<file path="src/rtl/retire_trace_tx_pkg.sv">
// Shared constants and types for the retire trace transmitter: frame length,
// record layout, default header byte and the frame byte selector.
package retire_trace_tx_pkg;

    localparam int         FRAME_LEN   = 10;
    localparam int         IDX_W       = 4;
    localparam logic [7:0] DEFAULT_HDR = 8'hA5;

    typedef enum logic [0:0] {
        ST_IDLE = 1'b0,
        ST_SEND = 1'b1
    } tx_state_e;

    typedef struct packed {
        logic [31:0] pc;
        logic [4:0]  rd;
        logic        we;
        logic [31:0] wdata;
    } ret_rec_t;

    localparam int REC_W = $bits(ret_rec_t);

    localparam logic [IDX_W-1:0] LAST_IDX = IDX_W'(FRAME_LEN - 1);

    // Byte 5 carries the write enable in bit 7 and rd in the low five bits.
    function automatic logic [7:0] field_byte5(input logic we, input logic [4:0] rd);
        return {we, 2'b00, rd};
    endfunction

    function automatic logic [7:0] frame_byte(input ret_rec_t rec,
                                              input logic [IDX_W-1:0] idx,
                                              input logic [7:0] hdr);
        case (idx)
            4'd0:    return hdr;
            4'd1:    return rec.pc[7:0];
            4'd2:    return rec.pc[15:8];
            4'd3:    return rec.pc[23:16];
            4'd4:    return rec.pc[31:24];
            4'd5:    return field_byte5(rec.we, rec.rd);
            4'd6:    return rec.wdata[7:0];
            4'd7:    return rec.wdata[15:8];
            4'd8:    return rec.wdata[23:16];
            4'd9:    return rec.wdata[31:24];
            default: return 8'h00;
        endcase
    endfunction

endpackage

</file>
<file path="src/rtl/trace_fifo.sv">
// Circular record FIFO with extra-bit wrap-around pointers for full/empty and
// an occupancy counter running 0..DEPTH. A pop frees a slot for a same-cycle push.
module trace_fifo #(
    parameter int DEPTH = 4,
    parameter int WIDTH = 70
) (
    input  logic                    clk,
    input  logic                    reset,
    input  logic                    push,
    input  logic                    pop,
    input  logic [WIDTH-1:0]        din,
    output logic [WIDTH-1:0]        dout,
    output logic                    full,
    output logic                    empty,
    output logic [$clog2(DEPTH):0]  count
);
    localparam int          AW  = $clog2(DEPTH);
    localparam logic [AW:0] ONE = {{AW{1'b0}}, 1'b1};

    logic [AW:0]      wr_ptr_r;
    logic [AW:0]      rd_ptr_r;
    logic [AW:0]      count_r;
    logic [WIDTH-1:0] mem_r [DEPTH];
    logic             do_push_s;
    logic             do_pop_s;

    assign empty     = (wr_ptr_r == rd_ptr_r);
    assign full      = (wr_ptr_r[AW] != rd_ptr_r[AW]) &&
                       (wr_ptr_r[AW-1:0] == rd_ptr_r[AW-1:0]);
    assign do_pop_s  = pop && !empty;
    assign do_push_s = push && (!full || do_pop_s);
    assign dout      = mem_r[rd_ptr_r[AW-1:0]];
    assign count     = count_r;

    // Pointer and occupancy update.
    always_ff @(posedge clk or posedge reset) begin
        if (reset) begin
            wr_ptr_r <= '0;
            rd_ptr_r <= '0;
            count_r  <= '0;
        end else begin
            if (do_push_s) begin
                wr_ptr_r <= wr_ptr_r + ONE;
            end
            if (do_pop_s) begin
                rd_ptr_r <= rd_ptr_r + ONE;
            end
            case ({do_push_s, do_pop_s})
                2'b10:   count_r <= count_r + ONE;
                2'b01:   count_r <= count_r - ONE;
                default: count_r <= count_r;
            endcase
        end
    end

    // Record storage; contents are only meaningful between the pointers.
    always_ff @(posedge clk) begin
        if (do_push_s) begin
            mem_r[wr_ptr_r[AW-1:0]] <= din;
        end
    end

endmodule

</file>
<file path="src/rtl/retire_trace_tx.sv">
// Retirement trace transmitter: buffers retired-instruction records and
// serializes each into a 10-byte frame. Define TRACE_OVF_CNT_EN for the drop counter.
module retire_trace_tx
    import retire_trace_tx_pkg::*;
#(
    parameter int         DEPTH = 4,
    parameter logic [7:0] HDR   = DEFAULT_HDR
) (
    input  logic        clk,
    input  logic        reset,
    input  logic        ret_valid,
    input  logic [31:0] ret_pc,
    input  logic [4:0]  ret_rd,
    input  logic        ret_we,
    input  logic [31:0] ret_wdata,
    output logic        tx_valid,
    output logic [7:0]  tx_data,
    input  logic        tx_ready,
    output logic [15:0] ovf_cnt,
    output logic        busy
);
    localparam int CW = $clog2(DEPTH) + 1;

    tx_state_e        state_r;
    tx_state_e        state_nxt_s;
    logic [IDX_W-1:0] idx_r;
    logic [IDX_W-1:0] idx_nxt_s;
    ret_rec_t         frame_r;
    ret_rec_t         frame_nxt_s;
    ret_rec_t         head_s;
    ret_rec_t         ret_rec_s;
    logic             tx_valid_r;
    logic             tx_valid_nxt_s;
    logic [7:0]       tx_data_r;
    logic [7:0]       tx_data_nxt_s;
    logic             push_s;
    logic             pop_s;
    logic             full_s;
    logic             empty_s;
    logic [CW-1:0]    count_s;

    assign ret_rec_s = '{pc: ret_pc, rd: ret_rd, we: ret_we, wdata: ret_wdata};
    assign push_s    = ret_valid && (!full_s || pop_s);

    trace_fifo #(
        .DEPTH (DEPTH),
        .WIDTH (REC_W)
    ) u_fifo (
        .clk   (clk),
        .reset (reset),
        .push  (push_s),
        .pop   (pop_s),
        .din   (ret_rec_s),
        .dout  (head_s),
        .full  (full_s),
        .empty (empty_s),
        .count (count_s)
    );

    // Next-state logic; outputs are computed one cycle ahead and registered.
    always_comb begin
        state_nxt_s    = state_r;
        idx_nxt_s      = idx_r;
        frame_nxt_s    = frame_r;
        tx_valid_nxt_s = tx_valid_r;
        tx_data_nxt_s  = tx_data_r;
        pop_s          = 1'b0;
        case (state_r)
            ST_IDLE: begin
                if (!empty_s) begin
                    pop_s          = 1'b1;
                    frame_nxt_s    = head_s;
                    idx_nxt_s      = '0;
                    state_nxt_s    = ST_SEND;
                    tx_valid_nxt_s = 1'b1;
                    tx_data_nxt_s  = frame_byte(head_s, 4'd0, HDR);
                end else begin
                    tx_valid_nxt_s = 1'b0;
                    tx_data_nxt_s  = 8'h00;
                end
            end
            ST_SEND: begin
                if (tx_ready && (idx_r == LAST_IDX)) begin
                    state_nxt_s    = ST_IDLE;
                    idx_nxt_s      = '0;
                    tx_valid_nxt_s = 1'b0;
                    tx_data_nxt_s  = 8'h00;
                end else if (tx_ready) begin
                    idx_nxt_s      = idx_r + 4'd1;
                    tx_data_nxt_s  = frame_byte(frame_r, idx_r + 4'd1, HDR);
                end else begin
                    tx_valid_nxt_s = 1'b1;
                end
            end
            default: begin
                state_nxt_s    = ST_IDLE;
                idx_nxt_s      = '0;
                tx_valid_nxt_s = 1'b0;
                tx_data_nxt_s  = 8'h00;
            end
        endcase
    end

    // State, frame and output registers.
    always_ff @(posedge clk or posedge reset) begin
        if (reset) begin
            state_r    <= ST_IDLE;
            idx_r      <= '0;
            frame_r    <= '0;
            tx_valid_r <= 1'b0;
            tx_data_r  <= 8'h00;
        end else begin
            state_r    <= state_nxt_s;
            idx_r      <= idx_nxt_s;
            frame_r    <= frame_nxt_s;
            tx_valid_r <= tx_valid_nxt_s;
            tx_data_r  <= tx_data_nxt_s;
        end
    end

    assign tx_valid = tx_valid_r;
    assign tx_data  = tx_data_r;
    assign busy     = (count_s != '0) || (state_r == ST_SEND);

`ifdef TRACE_OVF_CNT_EN
    logic [15:0] ovf_cnt_r;
    logic        drop_s;

    assign drop_s = ret_valid && !push_s;

    // Saturating count of records lost to a full FIFO.
    always_ff @(posedge clk or posedge reset) begin
        if (reset) begin
            ovf_cnt_r <= 16'h0000;
        end else if (drop_s && (ovf_cnt_r != 16'hFFFF)) begin
            ovf_cnt_r <= ovf_cnt_r + 16'h0001;
        end
    end

    assign ovf_cnt = ovf_cnt_r;
`else
    assign ovf_cnt = 16'h0000;
`endif

endmodule

</file>
<file path="config.mk">
export PLATFORM = sky130hd
export DESIGN_NAME = retire_trace_tx
export DESIGN_NICKNAME = d
export VERILOG_FILES = /design/src/rtl/retire_trace_tx_pkg.sv /design/src/rtl/trace_fifo.sv /design/src/rtl/retire_trace_tx.sv
export SDC_FILE = /design/constraint.sdc
export NUM_CORES = 1
export LEC_CHECK = 0
export CORE_UTILIZATION = 60
export DETAILED_ROUTE_END_ITERATION = 10
export GPL_ROUTABILITY_DRIVEN = 0
export PLACE_DENSITY = 0.78
export RECOVER_POWER = 50
export SYNTH_ARGS = -nofsm -noshare
export SYNTH_HDL_FRONTEND = slang
export SYNTH_SLANG_ARGS = --single-unit
</file>
<file path="constraint.sdc">
create_clock -name clk -period 8.15 [get_ports clk]
set_input_delay 1.63 -clock clk [delete_from_list [all_inputs] [get_ports clk]]
set_output_delay 1.63 -clock clk [all_outputs]
set_load 0.1 [all_outputs]
</file>
Yosys cells after proc, flatten, opt, wreduce, memory -nomap -nowiden
Memories as Yosys holds them, arrays and structs flattened. A register that Yosys moved wholly into a read port is not among the register bits.
Cells that the tools add are included.

storage, ports and cells
  bits in registers = 23
  bits in latches = 0
  input port bits = 74
  output and inout port bits = 26
  memories = 1
  bits in read-only memories = 0
  RAM bits = 280

operators by class
  add/subtract/negate cells = 5
  mux-type cells = 19
  magnitude comparators = 0
  multipliers = 0
  eq/ne operators = 18
  shift-type cells = 0
  bitwise operators = 2
  reduce and logical (&&, ||, !) cells = 15
  div/mod/pow operators = 0

memories
  name          depth  bits a word  rd ports  clocked after memory_dff  write ports  line              RTL
  u_fifo.mem_r  4      70           1         1                         1            trace_fifo.sv:23  logic [WIDTH-1:0] mem_r [DEPTH];

operators by type and width
  operator               number
  $pmux W8 S10           1
  $mux W8                3
  $eq A4 B3 Y1 const B   4
  $pmux W8 S2            1
  $eq A4 B4 Y1 const B   3
  $mux W4                3
  $add A3 B1 Y3 const B  3
  $eq A4 B2 Y1 const B   2
  $pmux W4 S2            1
  $mux W1                7
  $ne A3 B2 Y1 const B   2
  $pmux W3 S2            1
  $logic_and A1 B1 Y1    5
  $add A4 B1 Y4 const B  1
  $eq A4 B1 Y1 const B   1
  $logic_not A4 Y1       1
  $pmux W1 S2            2
  $reduce_and A2 Y1      2
  $eq A3 B3 Y1           1
  $logic_or A1 B1 Y1     3
  $reduce_bool A3 Y1     1
  $sub A3 B1 Y3 const B  1
  $eq A2 B1 Y1 const B   1
  $eq A2 B2 Y1           1
  6 further kinds        8

Depth between registers and ports, before layout
  word-level depth = 8
  gate-level depth with buffers = 12
  gate-level depth less buffers = 10

Cells and area by module
A second synthesis with hierarchy kept.

second synthesis, totals
  cell total of the unflattened synthesis = 842
  area, all modules = 15,248.4 um2

modules (own cells, without submodules)
  module           instances  cells each  area an instance (um2)
  trace_fifo       1          428         10,712.8
  retire_trace_tx  1          414         4,535.6

Least setup slack after synthesis
Ideal clock, no wire load.

  path kind = input to register
  from = in ret_valid
  to = mem u_fifo.mem_r[3][0], enable pin
  setup time = 0.437 ns
  stages = 2
  slack = 4.136 ns
  data arrival time = 3.576 ns
  path through = o31a_1 and2_1

between the ends
  cells in the longest elaborated chain, start to end = 4

ends and longest elaborated chain
  item                           line                   RTL
  start: declaration             retire_trace_tx.sv:11  input logic ret_valid,
  $logic_and A1 B1 Y1            retire_trace_tx.sv:43  assign push_s = ret_valid && (!full_s || pop_s);
  $logic_and A1 B1 Y1            trace_fifo.sv:31       assign do_push_s = push && (!full || do_pop_s);
  $mux W1                        trace_fifo.sv:58       if (do_push_s) begin
  $mux W1 (implied by the code)  trace_fifo.sv:59       mem_r[wr_ptr_r[AW-1:0]] <= din;
  end: declaration               trace_fifo.sv:23

Every way passes these cells.

Worst setup path after layout
  from = reg u_fifo.rd_ptr_r[0]
  to = reg frame_r[50] (netlist name)

between the ends
  cells in the longest elaborated chain, start to end = 3

ends and longest elaborated chain
  item                                line                    RTL
  start: declaration                  trace_fifo.sv:21        logic [AW:0] rd_ptr_r;
  start signal: assignment            trace_fifo.sv:46        rd_ptr_r <= rd_ptr_r + ONE;
  $eq A3 B3 Y1                        trace_fifo.sv:27        assign empty = (wr_ptr_r == rd_ptr_r);
  $not A1 Y1 (no source line)         --
  $reduce_and A2 Y1 (no source line)  --
  end signal: assignment              retire_trace_tx.sv:115  frame_r <= frame_nxt_s;
  end: declaration                    retire_trace_tx.sv:28   ret_rec_t frame_r;

Several ways; a longest one is shown, not always the timed one.
A chain may end at the register's enable or synchronous reset.

==> metrics.yaml <==
status: "finished, violations left"
failed_checks: "capacitance limit, slew limit"
post_cts_buffers: 0
slew-limit-headroom_pct: -91.4
syn2layout_area_growth_pct: 13.9
cpMostUsedCell: "clkbuf_1"
switching_share_pct: 31.8
post-route-min-period_ns: 5.35
cts_hold_buf: 0
yosysSeqAreaShare_pct: 70.1
synth_area_leaders: "edfxtp_1 55%, dfrtp_1 15%, mux4_2 10%, mux2_4 6.7%, ha_1 0.98%"
netlist_instances: 807
fmax_mhz: 187
synth.top_cell.area_share_pct: 54.9
yosysMostFrequentCell: "edfxtp_1"
p_int_w: 0.00456
die_y_um: 162
wire_per_inst_um: 23.1
setup_ws_ns: 2.80
period_share_pct: 65.6
layout-drive-gt1-share_pct: 20.2
critical_path.cell_chain: "xor2_1, or3_1, nor2b_1, clkbuf_1, clkbuf_1, nand2_1, o21ai_0"
grt_use_total_pct: 23.2
rsz0062_at_grt: "no"
h-tree-depth: 2
firstDrtPassIters: 7
switchingPower_w: 0.00213
ant_nets: 0
hp-class: "flip-flop to flip-flop"
cts_tree: "done"
place_area_um2: 16300
tightest_slew_ns: 2.87
cts_buffers: 37
powerDensity_nw_per_um2: 383
async_flop_share_pct: 24.9
worstHoldPathCells: 1
synth_top_area_cell: "edfxtp_1"
maxCapViolations: 3
crit_fanout: 44
fillers: 1609
final_max_slew_viol_count: 124
synth_seq_cells: 373
reg2reg_depth: 7
synth_edf_count: 280
power_frac_clock_pct: 25.5
cts_resized: 0
seqPwrFrac_pct: 43.9
path_class: "flip-flop to flip-flop"
drtIter0Drc: 762
arrival_ns: 5.73
synth_area_um2: 15300
grt_pass1_vias: 7866
wl_um: 29000
core_area_um2: 25100
endpoint_kind: "flip-flop"
root_buffer: "clkbuf_16"
post-dp-hpwl_um: 18100
crit_path_max_incr_delay_ns: 2.14
placementRows: 58
slowest_stage: "clkbuf_1"
diodes: 0
antenna_found_initial: 0
portBuffers: 83
dp_slack_ns: 3.90
num_vias: 7726
start_kind: "flip-flop"
vdd_drop_max_v: 0.000269
grt_max_degree: 73
synth_flop_cell: "edfxtp_1"
cts.path.max_buffers: 3
ios: 100
grt_overflow: 0
initial_utilization_pct: 61.0
clock_skew_ns: 0.0200
stdcell_area_um2: 17400
worstSkewPairLatency_ns: 0.53
synth.distinct_cells: 70
via_per_inst: 6.15
final_hold_viol_count: 0
synth_common_cells: "280 x edfxtp_1, 93 x dfrtp_1, 70 x mux4_2, 68 x mux2_4, 33 x nand2_1"
clock_sinks: 373
path_clk_slew_ns: 0.06
die_area_um2: 26200
fin_setup_tns_ns: 0
required_ns: 8.53
multi_input_area_um2: 4080
fin_nets: 984
seqCellArea_um2: 10700
syn_area_per_cell_um2: 19.0
yosysWarnings: 0
p_leak_nw: 6.11
drc_errors: 0
grt_pass1_wl_um: 45800
setup_viol: 0
combPwrFrac_pct: 30.6
dieWidth_um: 162
state kept, by name, indices dropped and copies added, names as in the netlist:
signal	flops
tx_data	8
u_fifo.wr_ptr_r	3
u_fifo.rd_ptr_r	3
frame_r	70
state_r	1
tx_valid	1
u_fifo.count	3
u_fifo.mem_r	280
idx_r	4
cell families after synthesis:
kind of cell / Yosys count / synth area share (%)
AO/OA/AOI/OAI: 101 / 4.91
XOR/XNOR: 11 / 0.629
flip-flops: 373 / 70.1
other: 1 / 0.0245
buffers and inverters: 71 / 2.73
multiplexers: 143 / 17.3
adder cells (fa/ha/maj): 13 / 1.11
AND/OR/NAND/NOR: 94 / 3.15
final timing paths:
path	end	slack, ns	from
min in group asynchronous	u_fifo.count[2]	2.00	reset
max reg2reg	frame_r[50]	2.80	u_fifo.rd_ptr_r[0]
min	u_fifo.count[2]	0.47	u_fifo.count[2]
max in group asynchronous	u_fifo.rd_ptr_r[0]	4.70	reset
min reg2reg	u_fifo.count[2]	0.47	u_fifo.count[2]
max	frame_r[50]	2.80	u_fifo.rd_ptr_r[0]
layout by cell type (no fill, tap or decap), types with 4 or more instances in the layout:
| cell type | synthesis | routed |
|---|---|---|
| edfxtp_1 | 280 | 280 |
| a222oi_1 | 5 | 5 |
| buf_4 | 17 | 9 |
| mux2_4 | 68 | 33 |
| dfrtp_1 | 93 | 91 |
| a22oi_1 | 12 | 12 |
| dlygate4sd3_1 | 0 | 73 |
| mux4_2 | 70 | 70 |
| nor3_1 | 10 | 10 |
| clkbuf_16 | 0 | 37 |
| nor2_1 | 11 | 11 |
| inv_1 | 13 | 12 |
| clkbuf_1 | 15 | 10 |
| conb_1 | 1 | 16 |
| bufinv_16 | 0 | 5 |
| a32oi_1 | 4 | 4 |
| nand2_1 | 33 | 33 |
| and2_2 | 1 | 5 |
| clkdlybuf4s50_1 | 0 | 10 |
| clkinv_2 | 0 | 9 |
| o21ai_0 | 15 | 16 |
| o22ai_1 | 4 | 4 |
| mux2_1 | 1 | 36 |
| a21oi_1 | 11 | 11 |
| ha_1 | 12 | 12 |
| xnor2_1 | 4 | 4 |
| nand3_1 | 10 | 10 |
| xor2_1 | 7 | 7 |
final cells by class:
| class | count | area share [%] |
|---|---|---|
| Sequential cell | 373 | 61.6 |
| Multi-Input combinational cell | 378 | 23.4 |
| Clock buffer | 47 | 5.64 |
| Timing Repair Buffer | 94 | 5.20 |
| Tap cell | 330 | 2.37 |
| Clock inverter | 21 | 1.45 |
| Inverter | 13 | 0.287 |
per-stage QoR:
| stage | cells | hold slack [ns] | utilization [%] | total power (W) |
|---|---|---|---|---|
| detailed placement | 1188 | 0.465 | 65.1 | 0.00512 |
| finish | 1256 | 0.471 | 69.4 | 0.00668 |
| global placement | 1188 | 0.455 | 65.1 | 0.00504 |
| global route | 1256 | 0.509 | 69.4 | 0.00699 |
| CTS | 1256 | 0.475 | 70.0 | 0.00683 |
| floorplan | 822 | 0.434 | - | 0.00453 |
routing by layer:
metal,vias up,wire length (um),global-route usage (%)
li1,3382,-,-
met1,3935,12400,33.8
met2,324,13900,36.0
met3,85,1770,4.03
met4,0,873,8.28
met5,-,0,0
power by group through the flow:
| stage | sequential [W] | clock [W] | combinational, W |
|---|---|---|---|
| 6_report | 0.00293 | 0.00170 | 0.00205 |
| 2_1_floorplan | 0.00295 | 0 | 0.00157 |
| 4_1_cts | 0.00294 | 0.00173 | 0.00217 |
| 3_3_place_gp | 0.00294 | 0 | 0.00211 |
| 5_1_grt | 0.00298 | 0.00181 | 0.00220 |
| 3_5_place_dp | 0.00297 | 0 | 0.00215 |
worst max-delay path, delay by kind of cell, from the launching register on:
family	cells	cell delay, ns
AOI/OAI and AO/OA	1	0.20
xor gates and xnor gates	1	0.18
buffers and inverters	2	3.69
DFF	1	0.48
and+or+nand+nor	3	0.60
Note: power is estimated with default switching activity, not from simulation.
